`config.mk`:
```
export PLATFORM = sky130hd
export DESIGN_NAME = stage_id_fwd
export DESIGN_NICKNAME = d
export VERILOG_FILES = /design/src/rtl/id_pkg.sv /design/src/rtl/id_fwd_sel.sv /design/src/rtl/stage_id_fwd.sv
export SDC_FILE = /design/constraint.sdc
export NUM_CORES = 1
export LEC_CHECK = 0
export ABC_AREA = 1
export CAP_MARGIN = 20
export CORE_MARGIN = 4
export CORE_UTILIZATION = 44
export CTS_BUF_LIST = sky130_fd_sc_hd__clkbuf_2 sky130_fd_sc_hd__clkbuf_4 sky130_fd_sc_hd__clkbuf_8
export CTS_CLUSTER_DIAMETER = 40
export DETAILED_ROUTE_END_ITERATION = 12
export GPL_ROUTABILITY_DRIVEN = 0
export PLACE_DENSITY = 0.86
export SYNTH_ARGS = -nofsm -noshare
export SYNTH_HDL_FRONTEND = slang
export SYNTH_SLANG_ARGS = --single-unit
export TNS_END_PERCENT = 30
```
`constraint.sdc`:
```
create_clock -name clk -period 1.5 [get_ports clk]
set_input_delay 0.225 -clock clk [delete_from_list [all_inputs] [get_ports clk]]
set_output_delay 0.225 -clock clk [all_outputs]
set_load 0.05 [all_outputs]
```
`src/rtl/id_pkg.sv`:
```
// rtl/id_pkg.sv - decode constants shared by the ID stage and its operand selectors
//
// Purpose: RV32 opcodes, ALU op codes, MDU op enum and the fixed decode-record
// (DCR) field map. Any DCR widening appends MSBs above DCR_BASE_W, which read 0.
//
// DCR map:
//   [0]      AUIPC
//   [3:1]    MA_TYPE (funct3 of load/store)
//   [4]      LOAD      [5] STORE     [6] BR       [7] JAL
//   [8]      JALR      [9] LUI       [10] IMM_SRC (ALU B operand is the immediate)
//   [11]     MUL       [12] MEXT
//   [15:13]  MDU_OP
//   [18:16]  ALUOP
//   [20:19]  SFTOP    {arith, shift}
package id_pkg;

  localparam logic [6:0] OPC_R     = 7'h33;
  localparam logic [6:0] OPC_I     = 7'h13;
  localparam logic [6:0] OPC_LOAD  = 7'h03;
  localparam logic [6:0] OPC_STORE = 7'h23;
  localparam logic [6:0] OPC_BR    = 7'h63;
  localparam logic [6:0] OPC_JAL   = 7'h6F;
  localparam logic [6:0] OPC_JALR  = 7'h67;
  localparam logic [6:0] OPC_LUI   = 7'h37;
  localparam logic [6:0] OPC_AUIPC = 7'h17;

  // ALU op codes share the funct3 space, SUB borrowing the funct7[5] OR-in.
  localparam logic [2:0] ALU_ADD  = 3'b000;
  localparam logic [2:0] ALU_SUB  = 3'b001;
  localparam logic [2:0] ALU_SLT  = 3'b010;
  localparam logic [2:0] ALU_SLTU = 3'b011;

  typedef enum logic [2:0] {
    MDU_MUL    = 3'd0,
    MDU_MULH   = 3'd1,
    MDU_MULHSU = 3'd2,
    MDU_MULHU  = 3'd3,
    MDU_DIV    = 3'd4,
    MDU_DIVU   = 3'd5,
    MDU_REM    = 3'd6,
    MDU_REMU   = 3'd7
  } mdu_op_e;

  localparam int DCR_AUIPC      = 0;
  localparam int DCR_MA_TYPE_LO = 1;
  localparam int DCR_MA_TYPE_HI = 3;
  localparam int DCR_LOAD       = 4;
  localparam int DCR_STORE      = 5;
  localparam int DCR_BR         = 6;
  localparam int DCR_JAL        = 7;
  localparam int DCR_JALR       = 8;
  localparam int DCR_LUI        = 9;
  localparam int DCR_IMM_SRC    = 10;
  localparam int DCR_MUL        = 11;
  localparam int DCR_MEXT       = 12;
  localparam int DCR_MDU_OP_LO  = 13;
  localparam int DCR_MDU_OP_HI  = 15;
  localparam int DCR_ALUOP_LO   = 16;
  localparam int DCR_ALUOP_HI   = 18;
  localparam int DCR_SFTOP_LO   = 19;
  localparam int DCR_SFTOP_HI   = 20;
  localparam int DCR_BASE_W     = 21;

  // Branch compare op: eq/ne subtract, lt/ge signed compare, ltu/geu unsigned.
  // Equivalent to {0, f3[2], ~(f3[2]^f3[1])}.
  function automatic logic [2:0] br_alu_op(input logic [2:0] f3);
    case (f3[2:1])
      2'b00:   return ALU_SUB;
      2'b10:   return ALU_SLT;
      2'b11:   return ALU_SLTU;
      default: return ALU_ADD;
    endcase
  endfunction

endpackage

```
`src/rtl/id_fwd_sel.sv`:
```
// rtl/id_fwd_sel.sv - priority operand selector over the forwarding sources
//
// Purpose: resolve one register operand against NUM_FWD forwarding sources.
// Index 0 is the youngest source and wins over any older match. x0 never hits.
// Ports:
//   addr         source register address
//   fwd_valid    per-source "will write rd"
//   fwd_pending  per-source "data not ready yet"
//   fwd_waddr    packed destination addresses, 5 bits per source
//   fwd_wdata    packed write data, 32 bits per source
//   rf_rdata     register-file data used when nothing matches
//   data         resolved operand
//   hit          some source matched
//   pending      the winning source has no data yet
module id_fwd_sel #(
  parameter int NUM_FWD = 3
) (
  input  logic [4:0]            addr,
  input  logic [NUM_FWD-1:0]    fwd_valid,
  input  logic [NUM_FWD-1:0]    fwd_pending,
  input  logic [5*NUM_FWD-1:0]  fwd_waddr,
  input  logic [32*NUM_FWD-1:0] fwd_wdata,
  input  logic [31:0]           rf_rdata,
  output logic [31:0]           data,
  output logic                  hit,
  output logic                  pending
);

  always_comb begin
    data    = rf_rdata;
    hit     = 1'b0;
    pending = 1'b0;
    if (addr != 5'd0) begin
      // First match in ascending index order is the youngest writer.
      for (int i = 0; i < NUM_FWD; i++) begin
        if (!hit && fwd_valid[i] && (fwd_waddr[5*i +: 5] == addr)) begin
          hit     = 1'b1;
          pending = fwd_pending[i];
          data    = fwd_wdata[32*i +: 32];
        end
      end
    end
  end

endmodule

```
`src/rtl/stage_id_fwd.sv`:
```
// rtl/stage_id_fwd.sv - RV32 decode stage with generic forwarding and valid/ready handshake
//
// Purpose: decode one instruction per cycle into immediate, decode record and
// jump/branch target, resolve both operands against NUM_FWD forwarding sources,
// and interlock on a load-use hazard. One-cycle latency into a single output
// register; flush from EX kills the register contents and the offered input.
// Optional build macro: STAGE_ID_MEXT_EN enables full RV32M decode (MEXT + MDU_OP);
// without it only MUL is recognised and other funct7==1 R-type encodings are illegal.
// Ports:
//   clk, rst                 clock, asynchronous active-low reset
//   in_valid/in_ready        IF handshake; in_inst, in_pc payload
//   flush                    redirect from EX
//   rf_raddr1/2, rf_rdata1/2 register-file read port (same-cycle data)
//   fwd_valid/pending/waddr/wdata  forwarding sources, index 0 youngest
//   out_valid/out_ready      EX handshake
//   out_pc, out_rr1, out_rr2, out_imm, out_target, out_rd, out_dcr, out_ill  decoded payload
module stage_id_fwd #(
  parameter int          NUM_FWD  = 3,
  parameter int          DCR_W    = 24,
  parameter logic [31:0] PC_RESET = 32'h0
) (
  input  logic                  clk,
  input  logic                  rst,
  input  logic                  in_valid,
  output logic                  in_ready,
  input  logic [31:0]           in_inst,
  input  logic [31:0]           in_pc,
  input  logic                  flush,
  output logic [4:0]            rf_raddr1,
  output logic [4:0]            rf_raddr2,
  input  logic [31:0]           rf_rdata1,
  input  logic [31:0]           rf_rdata2,
  input  logic [NUM_FWD-1:0]    fwd_valid,
  input  logic [NUM_FWD-1:0]    fwd_pending,
  input  logic [5*NUM_FWD-1:0]  fwd_waddr,
  input  logic [32*NUM_FWD-1:0] fwd_wdata,
  output logic                  out_valid,
  input  logic                  out_ready,
  output logic [31:0]           out_pc,
  output logic [31:0]           out_rr1,
  output logic [31:0]           out_rr2,
  output logic [31:0]           out_imm,
  output logic [31:0]           out_target,
  output logic [4:0]            out_rd,
  output logic [DCR_W-1:0]      out_dcr,
  output logic                  out_ill
);

  import id_pkg::*;

  logic [6:0]  opc;
  logic [2:0]  f3;
  logic [6:0]  f7;

  logic        is_r, is_i, is_load, is_store, is_br, is_jal, is_jalr, is_lui, is_auipc;
  logic        ill, mul, mext;
  logic [2:0]  mdu_op;
  logic [2:0]  alu_op;
  logic [1:0]  sft_op;
  logic [31:0] imm;
  logic        use_rs1, use_rs2, writes_rd;

  logic [31:0] rr1, rr2;
  logic        hit1, hit2, pend1, pend2;
  logic        stall, fire_in;

  logic [31:0]      tgt_base, tgt_sum, target;
  logic [4:0]       rd;
  logic [DCR_W-1:0] dcr;

  assign opc       = in_inst[6:0];
  assign f3        = in_inst[14:12];
  assign f7        = in_inst[31:25];
  assign rf_raddr1 = in_inst[19:15];
  assign rf_raddr2 = in_inst[24:20];

  id_fwd_sel #(.NUM_FWD(NUM_FWD)) u_sel1 (
    .addr        (rf_raddr1),
    .fwd_valid   (fwd_valid),
    .fwd_pending (fwd_pending),
    .fwd_waddr   (fwd_waddr),
    .fwd_wdata   (fwd_wdata),
    .rf_rdata    (rf_rdata1),
    .data        (rr1),
    .hit         (hit1),
    .pending     (pend1)
  );

  id_fwd_sel #(.NUM_FWD(NUM_FWD)) u_sel2 (
    .addr        (rf_raddr2),
    .fwd_valid   (fwd_valid),
    .fwd_pending (fwd_pending),
    .fwd_waddr   (fwd_waddr),
    .fwd_wdata   (fwd_wdata),
    .rf_rdata    (rf_rdata2),
    .data        (rr2),
    .hit         (hit2),
    .pending     (pend2)
  );

  // Opcode class, immediate, ALU/shift/MDU ops and legality.
  always_comb begin
    is_r     = 1'b0;
    is_i     = 1'b0;
    is_load  = 1'b0;
    is_store = 1'b0;
    is_br    = 1'b0;
    is_jal   = 1'b0;
    is_jalr  = 1'b0;
    is_lui   = 1'b0;
    is_auipc = 1'b0;
    ill      = 1'b0;
    mul      = 1'b0;
    mext     = 1'b0;
    mdu_op   = 3'd0;
    alu_op   = ALU_ADD;
    sft_op   = 2'b00;
    imm      = 32'd0;
    case (opc)
      OPC_R: begin
        is_r   = 1'b1;
        alu_op = f3 | {2'b00, f7[5]};
        if (f7 == 7'h01) begin
`ifdef STAGE_ID_MEXT_EN
          mext   = 1'b1;
          mdu_op = f3;
          mul    = (mdu_op_e'(f3) == MDU_MUL);
`else
          if (mdu_op_e'(f3) == MDU_MUL) mul = 1'b1;
          else                          ill = 1'b1;
`endif
        end else if (f3[1:0] == 2'b01) begin
          sft_op = {in_inst[30], 1'b1};
        end
      end
      OPC_I: begin
        is_i   = 1'b1;
        alu_op = f3;
        imm    = {{20{in_inst[31]}}, in_inst[31:20]};
        if (f3[1:0] == 2'b01) sft_op = {in_inst[30], 1'b1};
      end
      OPC_LOAD: begin
        is_load = 1'b1;
        imm     = {{20{in_inst[31]}}, in_inst[31:20]};
      end
      OPC_STORE: begin
        is_store = 1'b1;
        imm      = {{20{in_inst[31]}}, in_inst[31:25], in_inst[11:7]};
      end
      OPC_BR: begin
        is_br  = 1'b1;
        alu_op = br_alu_op(f3);
        imm    = {{19{in_inst[31]}}, in_inst[31], in_inst[7], in_inst[30:25],
                  in_inst[11:8], 1'b0};
      end
      OPC_JAL: begin
        is_jal = 1'b1;
        imm    = {{11{in_inst[31]}}, in_inst[31], in_inst[19:12], in_inst[20],
                  in_inst[30:21], 1'b0};
      end
      OPC_JALR: begin
        is_jalr = 1'b1;
        imm     = {{20{in_inst[31]}}, in_inst[31:20]};
      end
      OPC_LUI: begin
        is_lui = 1'b1;
        imm    = {in_inst[31:12], 12'd0};
      end
      OPC_AUIPC: begin
        is_auipc = 1'b1;
        imm      = {in_inst[31:12], 12'd0};
      end
      default: ill = 1'b1;
    endcase
  end

  assign use_rs1   = is_r | is_i | is_load | is_store | is_br | is_jalr;
  assign use_rs2   = is_r | is_store | is_br;
  assign writes_rd = is_r | is_i | is_load | is_jalr | is_lui | is_auipc | is_jal;
  assign rd        = (writes_rd && !ill) ? in_inst[11:7] : 5'd0;

  // Only a used operand whose youngest matching source lacks data interlocks.
  assign stall    = in_valid & ((use_rs1 & hit1 & pend1) | (use_rs2 & hit2 & pend2));
  assign in_ready = ~stall & ~flush & (~out_valid | out_ready);
  assign fire_in  = in_valid & in_ready;

  // JALR targets off the forwarded rs1; low two bits are dropped for all jumps.
  assign tgt_base = is_jalr ? rr1 : in_pc;
  assign tgt_sum  = tgt_base + imm;
  assign target   = (is_br | is_jal | is_jalr) ? {tgt_sum[31:2], 2'b00} : (in_pc + 32'd4);

  always_comb begin
    dcr = '0;
    dcr[DCR_AUIPC]                     = is_auipc;
    dcr[DCR_MA_TYPE_HI:DCR_MA_TYPE_LO] = (is_load | is_store) ? f3 : 3'd0;
    dcr[DCR_LOAD]                      = is_load;
    dcr[DCR_STORE]                     = is_store;
    dcr[DCR_BR]                        = is_br;
    dcr[DCR_JAL]                       = is_jal;
    dcr[DCR_JALR]                      = is_jalr;
    dcr[DCR_LUI]                       = is_lui;
    dcr[DCR_IMM_SRC]                   = is_i | is_load | is_store | is_jalr | is_lui | is_auipc;
    dcr[DCR_MUL]                       = mul;
    dcr[DCR_MEXT]                      = mext;
    dcr[DCR_MDU_OP_HI:DCR_MDU_OP_LO]   = mdu_op;
    dcr[DCR_ALUOP_HI:DCR_ALUOP_LO]     = alu_op;
    dcr[DCR_SFTOP_HI:DCR_SFTOP_LO]     = sft_op;
  end

  always_ff @(posedge clk or negedge rst) begin
    if (!rst) begin
      out_valid  <= 1'b0;
      out_pc     <= PC_RESET;
      out_rr1    <= 32'd0;
      out_rr2    <= 32'd0;
      out_imm    <= 32'd0;
      out_target <= PC_RESET;
      out_rd     <= 5'd0;
      out_dcr    <= '0;
      out_ill    <= 1'b0;
    end else if (flush) begin
      out_valid <= 1'b0;
    end else if (fire_in) begin
      out_valid  <= 1'b1;
      out_pc     <= in_pc;
      out_rr1    <= rr1;
      out_rr2    <= rr2;
      out_imm    <= imm;
      out_target <= target;
      out_rd     <= rd;
      out_dcr    <= dcr;
      out_ill    <= ill;
    end else if (out_ready) begin
      out_valid <= 1'b0;
    end
  end

endmodule

```
==> impl_results.md, run 1 <==
* GRT Total Usage at 85.7%
* I/O pin count at 452
* Seq cells post-synth at 184
* Largest net degree at the start of global routing at 52
* Die H at 184 µm
* Stop Error: [ERROR GRT-0232] Routing congestion too high. Check the congestion heatmap in the GUI.
* Cell Area, Synth at 13600 µm²
* Die X at 184 µm
* Top FF cell, synth: dfrtp_1
* Yosys cell types at 55
* Synth warn at 0
* Status: stopped before the end
* Cts bufs inserted at 17
* Port buffer count at 444
* Worst End Pin Type: sequential cell input
* Critical endpoint after global-route timing repair: out_target[29]$_DFFE_PN0P_/D
* Post-detail-place hpwl at 56.7 mm
* Async S/R FF share, synth at 100%
* Mean Syn Cell Area at 6.65 µm²
* H-tree depth reported by CTS at 4
* Gate Count Post-Synth at 2044
* FP Rows at 64
* Seq/Total Area, Yosys at 33.9%
* Clk sink count at 184
* Root Buffer: clkbuf_8
* Initial core utilization at 44.6%
* GRT Residual Overflow at 433
* Post-synth EDFFs at 0
* Failing step: global routing
* Clk buf depth at 2
-- routing by layer --
metal,track usage [%],overflow
met4,90.9,159
met1,82.5,12
met5,51.4,6
met2,96.8,238
met3,77.2,18
-- stage by stage --
step	TNS [ps]	std cells	instance area [µm²]	utilization, %	setup WS, ps
4_1_cts	-183250	3348	26400	86.6	-1510
3_5_place_dp	-354730	3182	23000	75.4	-2850
3_3_place_gp	-324470	3182	23000	75.4	-2620
2_1_floorplan	-107680	2050	14000	-	-1430
-- cell families after synthesis --
| logic type | count (synthesis) | share of synthesized area, % |
|---|---|---|
| and+or+nand+nor | 960 | 29.6 |
| AOI/OAI and AO/OA | 547 | 22.0 |
| buffers and inverters | 281 | 8.83 |
| DFF | 184 | 33.9 |
| adders and majority gates | 33 | 3.04 |
| xor gates and xnor gates | 21 | 1.35 |
| muxes | 17 | 1.25 |
| other | 1 | 0.0276 |
-- cell usage after synthesis, types with 4 or more instances --
master,n,area share (%)
xor2_1,15,0.97
dfrtp_1,184,34
nor2_1,104,2.9
clkbuf_1,55,1.5
o21ai_0,272,10
nand4_1,7,0.32
o21a_1,8,0.44
o221ai_1,6,0.39
nor3_1,31,1.1
nand3_1,97,3.6
nor4_1,5,0.23
mux2i_1,17,1.3
o211ai_1,21,1.2
or2_2,15,0.69
a31oi_1,18,0.83
o21ai_1,62,2.3
nand2_2,11,0.51
nand3b_1,6,0.33
inv_1,152,4.2
nand2_1,663,18
inv_2,12,0.33
a211oi_1,5,0.28
buf_2,33,1.2
a21oi_1,117,4.3
ha_1,33,3.0
nor2_4,4,0.33
o22ai_1,16,0.74
buf_4,22,1.2
nor2_2,4,0.18
xnor2_1,6,0.39
a2bb2oi_1,6,0.39
-- timing repair --
action,4_1_cts
hold buffers,1
buffers inserted,114
hold endpoints to repair,184
resized for setup,574
cloned,26
setup endpoints to repair,185
pin swaps,133
==> run 2: changes to the inputs <==
Settings changed: CORE_UTILIZATION 44 to 29, CTS_BUF_LIST sky130_fd_sc_hd__clkbuf_2 sky130_fd_sc_hd__clkbuf_4 sky130_fd_sc_hd__clkbuf_8 to not set, CTS_CLUSTER_DIAMETER 40 to not set, PLACE_DENSITY 0.86 to not set, PLACE_DENSITY_LB_ADDON set to 0.15.
Clock period 1.5 ns to 1.95 ns, I/O delays scaled along.
==> impl_results.md, run 2 <==
* Status: complete, but fails checks
* Failing checks: setup timing
* Measured slew at the worst slew-check pin at 735 ps
* Mean Syn Cell Area at 6.65 µm²
* Synth top area share at 33.9%
* Final Util at 56.5%
* Final hold vios at 0
* GRT Residual Overflow at 0
* I/O pin count at 452
* Final setup TNS at -98360 ps
* Routed WL at 77.6 mm
* Placed cell areas at 21800 µm²
* Async S/R FF share, synth at 100%
* Drt pass-1 iters at 6
* Cts bufs inserted at 17
* Port buffer count at 444
* Worst Path Required at 2380 ps
* Unrepaired setup endpoints after global routing: yes
* Synth warn at 0
* Fillers at 4143
* Post-synth EDFFs at 0
* Die H at 225 µm
* CTS tree: yes
* Finished Layout Cells at 3575
* Worst path cell trace: buf_8 > buf_6 > nand2_1 > nand2_1 > nor2_2 > nand3_4 > buf_6 > inv_6 > nand2_8 > clkbuf_16 > o21ai_1 > o21ai_0 > o21ai_1 > buf_4 > o21ai_0 > ha_1 > a21oi_2 > o21a_1 > o21ai_0 > a311oi_2 > nand2_1 > nand2_1 > nand3_2 > a21boi_2
* Top FF cell, synth: dfrtp_1
* Relative slew slack at 51.0%
* Most common cell after layout, fill and taps aside: buf_4
* Root Buffer: clkbuf_16
* Routed len/inst at 21.7 µm
* Reg2Reg Depth at 7
* Placed cell count at 3405
* Crit share post-route at 171%
* Clk buf depth at 2
* Leakage at 12.6 nW
* DR DRC count at 0
* Global-route wire length before repair at 108 mm
* Max Fclk at 300 MHz
* R2R Setup Slk at 120 ps
* Final Hold Slack at 268 ps
* GRT Total Usage at 28.3%
* Area of the die at 50400 µm²
* Fin Clk Skew at 14.5 ps
* FF-to-FF Start: out_valid
* Commonest cells in the netlist: nand2_1 (663), o21ai_0 (272), dfrtp_1 (184)
* Clk sink count at 184
* Multi-input gate area at 9900 µm²
* Worst slack, placed at -2480 ps
* Maximum VDD drop at 0.000694 V
* Seq/Total Area, Yosys at 33.9%
* Clk_lat worst skew at 500 ps
* Critical Path Source Type: primary input
* DR vias at 18.4k
* Seq cells post-synth at 184
* Yosys cell types at 55
* Core area at 46500 µm²
* Die X at 225 µm
* CP max FO at 7
* Most common cell in the netlist: nand2_1
* Max_cap viols at 0
* Largest area contributor in the netlist: dfrtp_1
* Post-detail-place hpwl at 57.3 mm
* Vias in the first global route at 17.5k
* H-tree depth reported by CTS at 4
* Setup violators final at 271
* Cell Area, Synth at 13600 µm²
* Initial antenna violation count at 8
* Crit path top cell by count: nand2_1
* Arr. time, crit path at 3770 ps
* CP max stage cell: a311oi_2
* CP Capture Type: flop
* Routed Antenna Nets at 0
* Setup CP Type: primary input to flop
* FF-to-FF End: out_target[21]
* Number of vias per cell at 5.14
* Final Net Count at 3232
* Gate Count Post-Synth at 2044
* Largest net degree at the start of global routing at 65
* Setup slack after layout at -1390 ps
* Final instance area at 26300 µm²
* Sequential cell area at 4600 µm²
* Total power draw at 15.1 mW
* Min cycle time layout at 3340 ps
* Power per cell area at 575 nW/µm²
* Layout cell share with drive strength beyond 1 at 40.0%
* FP Rows at 79
* Worst min path class: primary input to asynchronous set/reset pin
* Max stage delay on crit path at 430 ps
* Max Transition Viols Final at 0
* CTS clk-pin slew, worst paths at 80 ps
* Most frequent cells in the layout: buf_4 (519), nand2_1 (517), clkdlybuf4s50_1 (305)
* Syn-to-layout area delta at 93.1%
* Iteration-0 DRC Markers at 1732
* Largest cells by area after synthesis: dfrtp_1 (34%), nand2_1 (18%), o21ai_0 (10%)
* Initial core utilization at 29.3%
[run 2: cell counts after synthesis]
No cell type changed its count.
[run 2: how the worst max path moves through the flow]
stage / cells after the start / slack (ps) / endpoint / startpoint
after CTS: 25 / -1320 / out_target[28] / in_inst[18]
after floorplan: 23 / -1050 / out_target[29] / in_inst[17]
after detailed placement: 26 / -2480 / out_target[30] / in_inst[19]
final: 24 / -1390 / out_target[29] / in_inst[19]
after global placement: 29 / -2470 / out_target[30] / in_inst[17]
after global routing: 24 / -1480 / out_target[29] / in_inst[15]
[run 2: logic make-up (layout without fill, tap and decap cells)]
group / after synthesis / count (layout) / synth area share, %
DFF: 184 / 184 / 33.9
buffers and inverters: 281 / 1193 / 8.83
AOI/OAI and AO/OA: 547 / 547 / 22.0
and+or+nand+nor: 960 / 960 / 29.6
other: 1 / 13 / 0.0276
muxes: 17 / 17 / 1.25
adders and majority gates: 33 / 33 / 3.04
xor gates and xnor gates: 21 / 21 / 1.35
[run 2: where the power goes]
part           internal, mW  leakage, nW  switching (mW)
sequential             4.29         2.33           0.374
clock                  1.87        0.292            1.75
combinational          2.75         10.0            4.07
[run 2: final cells by class]
cell class | count | area share [%]
repair buffers | 996 | 36.8
clock buffers | 20 | 1.78
flip-flops and latches | 184 | 17.5
diodes | 6 | 0.0572
multi-input cells | 1585 | 37.7
inverters | 165 | 2.77
well taps | 607 | 2.89
clock inverters | 12 | 0.438
[run 2: metal layers]
layer  routed length [µm]  track usage, %  vias up
li1                     -               -     8645
met1                30700            35.1     8681
met2                37500            47.7      853
met3                 6130            7.82      196
met4                 3220            9.57        6
met5                   41               0        -
[run 2: worst max-delay path, delay by kind of cell]
family / cells / cell delay (ps)
AOI/OAI and AO/OA: 9 / 1480
buffers and inverters: 6 / 810
and+or+nand+nor: 8 / 770
adders and majority gates: 1 / 370
[run 2: what timing repair did]
| action | CTS | global route |
|---|---|---|
| hold endpoints to repair | 27 | 0 |
| setup buffers | 77 | 45 |
| pin swaps | 79 | 149 |
| endpoints found under the setup margin | 277 | 277 |
| gates resized for setup | 461 | 358 |
| cloned | 17 | 15 |
| hold buffers | 1 | 0 |
Note: power is estimated with default switching activity, not from simulation.
